--- config.mk ---
export PLATFORM = sky130hd
export DESIGN_NAME = apb_initiator
export DESIGN_NICKNAME = d
export VERILOG_FILES = /design/src/rtl/apb_initiator.sv
export SDC_FILE = /design/constraint.sdc
export NUM_CORES = 1
export LEC_CHECK = 0
export ABC_AREA = 1
export BUFFER_PORTS_ARGS = -buffer_cell sky130_fd_sc_hd__buf_2
export CORE_MARGIN = 4
export CORE_UTILIZATION = 31
export DETAILED_ROUTE_END_ITERATION = 8
export GPL_ROUTABILITY_DRIVEN = 0
export GPL_TIMING_DRIVEN = 0
export SYNTH_ARGS = -nofsm -noshare
export SYNTH_HDL_FRONTEND = slang
export SYNTH_SLANG_ARGS = --single-unit
--- constraint.sdc ---
create_clock -name clk -period 3.6 [get_ports clk]
set_input_delay 0.72 -clock clk [delete_from_list [all_inputs] [get_ports clk]]
set_output_delay 0.72 -clock clk [all_outputs]
set_load 0.1 [all_outputs]
--- src/rtl/apb_initiator.sv ---
// Single-outstanding APB4 initiator: valid/ready command in, APB SETUP/ACCESS out, one response per command.
// Optional ACCESS-phase timeout abort is compiled in when APB_INIT_TIMEOUT_EN is defined.
module apb_initiator #(
  parameter int ADDR_W  = 12,
  parameter int TIMEOUT = 16
) (
  input  logic              clk,
  input  logic              rst,
  input  logic              cmd_valid,
  output logic              cmd_ready,
  input  logic              cmd_write,
  input  logic [ADDR_W-1:0] cmd_addr,
  input  logic [31:0]       cmd_wdata,
  input  logic [3:0]        cmd_strb,
  output logic              rsp_valid,
  input  logic              rsp_ready,
  output logic [31:0]       rsp_rdata,
  output logic              rsp_err,
  output logic              rsp_timeout,
  output logic              busy,
  output logic              psel,
  output logic              penable,
  output logic              pwrite,
  output logic [ADDR_W-1:0] paddr,
  output logic [31:0]       pwdata,
  output logic [3:0]        pstrb,
  input  logic [31:0]       prdata,
  input  logic              pready,
  input  logic              pslverr
);

  typedef enum logic [1:0] {
    IDLE   = 2'd0,
    SETUP  = 2'd1,
    ACCESS = 2'd2,
    RESP   = 2'd3
  } state_e;

  state_e              state_q, state_d;
  logic                cmd_ready_q;
  logic                rsp_valid_q;
  logic [31:0]         rsp_rdata_q;
  logic                rsp_err_q;
  logic                rsp_timeout_q;
  logic                psel_q;
  logic                penable_q;
  logic                pwrite_q;
  logic [ADDR_W-1:0]   paddr_q;
  logic [31:0]         pwdata_q;
  logic [3:0]          pstrb_q;
  logic                timeout_hit;

  if (TIMEOUT < 2) begin : g_bad_timeout
    $error("apb_initiator: TIMEOUT must be at least 2");
  end

`ifdef APB_INIT_TIMEOUT_EN
  localparam int WAIT_W = $clog2(TIMEOUT + 1);
  logic [WAIT_W-1:0] wait_q;

  // The k-th ACCESS cycle sees wait_q == k-1, so the TIMEOUT-th cycle is the last one allowed.
  assign timeout_hit = (wait_q == WAIT_W'(TIMEOUT - 1));
`else
  assign timeout_hit = 1'b0;
`endif

  always_comb begin
    state_d = state_q;
    case (state_q)
      IDLE: begin
        if (cmd_valid && cmd_ready_q) state_d = SETUP;
        else                          state_d = IDLE;
      end
      SETUP: state_d = ACCESS;
      ACCESS: begin
        if (pready || timeout_hit) state_d = RESP;
        else                       state_d = ACCESS;
      end
      RESP: begin
        if (rsp_ready) state_d = IDLE;
        else           state_d = RESP;
      end
      default: state_d = IDLE;
    endcase
  end

  always_ff @(posedge clk) begin
    if (rst) begin
      state_q       <= IDLE;
      cmd_ready_q   <= 1'b0;
      rsp_valid_q   <= 1'b0;
      rsp_rdata_q   <= 32'h0;
      rsp_err_q     <= 1'b0;
      rsp_timeout_q <= 1'b0;
      psel_q        <= 1'b0;
      penable_q     <= 1'b0;
      pwrite_q      <= 1'b0;
      paddr_q       <= '0;
      pwdata_q      <= 32'h0;
      pstrb_q       <= 4'h0;
`ifdef APB_INIT_TIMEOUT_EN
      wait_q        <= '0;
`endif
    end else begin
      state_q     <= state_d;
      cmd_ready_q <= (state_d == IDLE);
      case (state_q)
        IDLE: begin
          if (cmd_valid && cmd_ready_q) begin
            // Reads never expose write data or strobes on the bus.
            psel_q    <= 1'b1;
            penable_q <= 1'b0;
            pwrite_q  <= cmd_write;
            paddr_q   <= cmd_addr;
            pwdata_q  <= cmd_write ? cmd_wdata : 32'h0;
            pstrb_q   <= cmd_write ? cmd_strb : 4'h0;
          end
        end
        SETUP: begin
          penable_q <= 1'b1;
`ifdef APB_INIT_TIMEOUT_EN
          wait_q    <= '0;
`endif
        end
        ACCESS: begin
          if (pready || timeout_hit) begin
            rsp_valid_q   <= 1'b1;
            // pready wins over a coincident timeout.
            rsp_rdata_q   <= (pready && !pwrite_q) ? prdata : 32'h0;
            rsp_err_q     <= pready ? pslverr : 1'b1;
            rsp_timeout_q <= !pready;
            psel_q        <= 1'b0;
            penable_q     <= 1'b0;
            pwrite_q      <= 1'b0;
            paddr_q       <= '0;
            pwdata_q      <= 32'h0;
            pstrb_q       <= 4'h0;
          end else begin
`ifdef APB_INIT_TIMEOUT_EN
            if (wait_q != {WAIT_W{1'b1}}) wait_q <= wait_q + WAIT_W'(1);
`endif
          end
        end
        RESP: begin
          if (rsp_ready) begin
            rsp_valid_q   <= 1'b0;
            rsp_rdata_q   <= 32'h0;
            rsp_err_q     <= 1'b0;
            rsp_timeout_q <= 1'b0;
          end
        end
        default: begin
          psel_q    <= 1'b0;
          penable_q <= 1'b0;
        end
      endcase
    end
  end

  assign cmd_ready = cmd_ready_q;
  assign rsp_valid = rsp_valid_q;
  assign rsp_rdata = rsp_rdata_q;
  assign rsp_err   = rsp_err_q;
`ifdef APB_INIT_TIMEOUT_EN
  assign rsp_timeout = rsp_timeout_q;
`else
  assign rsp_timeout = 1'b0;
`endif
  assign busy    = (state_q != IDLE);
  assign psel    = psel_q;
  assign penable = penable_q;
  assign pwrite  = pwrite_q;
  assign paddr   = paddr_q;
  assign pwdata  = pwdata_q;
  assign pstrb   = pstrb_q;

endmodule

==> results.sh <==
export IMPL_num_fill_cells=1156
export IMPL_critical_path_slowest_cell="sky130_fd_sc_hd__buf_2"
export IMPL_synth_sequential_area_ratio_pct=50.11
export IMPL_multi_input_comb_area_um2=1476
export IMPL_pwr_density_cell_nw_per_um2=543.8
export IMPL_setup_worst_path_class="reg -> out"
export IMPL_grt_max_degree=16
export IMPL_clkSinkCount=88
export IMPL_detail_route_iter0_violations=190
export IMPL_port_buffers=171
export IMPL_max_stage_delay_ps=440
export IMPL_hold_viol=0
export IMPL_synth_lib_cells_used_distinct=18
export IMPL_placed_cell_count=763
export IMPL_dp_hpwl_mm=8.702
export IMPL_critical_path_startpoint_type="flip-flop"
export IMPL_synth_compound_area_share_pct=9.964
export IMPL_io_pin_count=175
export IMPL_post_synth_fa_ha_maj_area_fraction_pct=0
export IMPL_syn_nets=539
export IMPL_cts_htree_levels=3
export IMPL_drt_first_pass_iters=6
export IMPL_min_period_ps=2346
export IMPL_layout_cells_most_common="sky130_fd_sc_hd__buf_2"
export IMPL_die_area_um2=13110
export IMPL_crit_path_end_kind="primary output"
export IMPL_overflow=0
export IMPL_area_growth_synth_to_final_pct=37.76
export IMPL_die_width_um=114.5
export IMPL_combinational_family_with_the_most_area_after_synthesis="simple AND/OR/NAND/NOR gates"
export IMPL_max_slew_margin_rel_pct=59.31
export IMPL_cts_tree="yes"
export IMPL_hold_path_class="reg -> reg"
export IMPL_tns_ps=0
export IMPL_crit_chain="clkbuf_2 > nor2_1 > buf_4 > inv_1 > buf_2"
export IMPL_die_y_um=114.5
export IMPL_worstSkewPairLatency_ps=330
export IMPL_fmax_mhz=426.2
export IMPL_cts_clk_slew_worst_paths_ps=60
export IMPL_rsz0062_at_grt="false"
export IMPL_antennaDiodeCount=0
export IMPL_synth_warnings=0
export IMPL_layout_nets=721
export IMPL_ctsHoldBuffers=0
export IMPL_final_setup_skew_ps=8.865
export IMPL_postCtsSetupBuffers=0
export IMPL_remaining_drc_errors=0
export IMPL_cts_repair_resized=0
export IMPL_period_share_pct=65.17
export IMPL_max_cap_violations=0
export IMPL_number_of_antenna_violations_at_the_first_check_in_global_routing=2
export IMPL_synthXorXnorAreaFrac_pct=0
export IMPL_worst_slew_pin_slew_ps=610.3
export IMPL_timing_max_transition_violations_final=0
export IMPL_crit_required_ps=2880
export IMPL_rows=38
export IMPL_grt_usage_pct=16.81
export IMPL_cp_arrival_ps=1630
export IMPL_grt_pass1_wl_mm=17.88
export IMPL_critical_path_peak_fanout=10
export IMPL_antenna_left=0
export IMPL_cts_max_path_buffers=2
export IMPL_syn_area_um2=3516
export IMPL_routed_via_count=3789
export IMPL_wire_per_inst_um=14.53
export IMPL_detailed_route_wire_length_mm=11.32
export IMPL_layoutNonFillerInstCount=779
export IMPL_most_common_layout_cells="sky130_fd_sc_hd__buf_2 (188), sky130_fd_sc_hd__dfxtp_1 (88), sky130_fd_sc_hd__nand2_1 (77)"
export IMPL_outcome="finished, final reports clean"
export IMPL_cts_buf_count=9
export IMPL_floorplan_initialDensity_pct=32.01
export IMPL_post_synth_and_or_nand_nor_area_fraction_pct=31.92
export IMPL_post_synth_mux_area_share_pct=0
export IMPL_postSynthRegisterBits=88
export IMPL_clock_root_buffer="sky130_fd_sc_hd__clkbuf_16"
export IMPL_synth_avg_cell_area_um2=7.778
export IMPL_post_synth_inst_count=452
export IMPL_seq_area_um2=1762
export IMPL_post_drt_via_cell_ratio=4.864
export IMPL_layout_core_utilization_pct=44.10
export IMPL_floorplan_core_area_um2=10980
export IMPL_layout_drive_gt1_share_pct=33.80
export IMPL_finalSetupViolations=0
export IMPL_grt_pass1_vias=3619
export IMPL_vdd_drop_max_mv=0.2709
export IMPL_leakage_nw=2.282
metrics by stage:
stage | hold slack (ps) | worst slack, ps | instance area [µm²] | total power, mW
after global routing | 486.6 | 1135 | 4843 | 2.747
after detailed placement | 456.2 | 1518 | 4547 | 1.723
after CTS | 466.5 | 1226 | 4843 | 2.664
final | 461.1 | 1254 | 4843 | 2.634
after floorplan | 493.1 | 1592 | 3516 | 1.571
after global placement | 451.0 | 1546 | 4547 | 1.718
metal layers:
layer  wire length [µm]  global-route usage [%]
met5                 20                       0
met4                141                   4.196
met3               1143                   5.708
met2               5000                   26.97
met1               5010                   21.69
cell type report:
cell class	instances	share of cell area, %
Multi-Input combinational cell	304	30.48
Timing Repair Buffer	171	17.67
Sequential cell	88	36.37
Clock buffer	9	4.650
Inverter	17	1.317
Clock inverter	7	1.472
Buffer	43	4.417
Tap cell	140	3.617
path summary, 6_finish.rpt:
kind	from	end	slack (ps)	cells past startpoint
worst max-delay path	state_q[1]$_SDFF_PP0_	busy	1250	5
worst min-delay path	rsp_valid$_SDFFE_PP0P_	rsp_valid$_SDFFE_PP0P_	460	2
worst max register to register	cmd_ready$_SDFF_PP0_	pwdata[29]$_SDFFE_PP0P_	2000	6
worst min register to register	rsp_valid$_SDFFE_PP0P_	rsp_valid$_SDFFE_PP0P_	460	2
worst max-delay path, delay by kind of cell, from the launching register on:
family	cells	cell delay (ps)
buffers and inverters	4	920
flip-flops	1	310
AND/OR/NAND/NOR	1	80
state kept, by name, summed over array words and instances, names as in the netlist:
signal and cells:
penable 1, paddr 12, rsp_valid 1, state_q 2
rsp_rdata 32, pwrite 1, rsp_err 1, psel 1
cmd_ready 1, pwdata 32, pstrb 4
report_power, final:
part	leakage, nW	switching (mW)	internal, mW
sequential	0.713	0.0253	1.02
combinational	1.42	0.521	0.134
clock	0.150	0.395	0.539
total	2.28	0.941	1.69
cells in the mapped netlist (all sizes together):
library cell	number	area [µm²]
a21oi	70	350.3
buf	27	152.7
clkbuf	16	61.30
conb	1	3.750
dfxtp	88	1762
inv	17	63.81
nand2	78	295.3
nand3	77	397.9
nand3b	8	60.06
nand4	39	244.0
nor2	30	120.1
nor3	1	5.000
cell families after synthesis:
logic type             after synthesis
flip-flops                          88
other                                1
AO/OA/AOI/OAI                       70
buffers and inverters               60
AND/OR/NAND/NOR                    233
No activity file was read; power rests on OpenSTA's default activity.
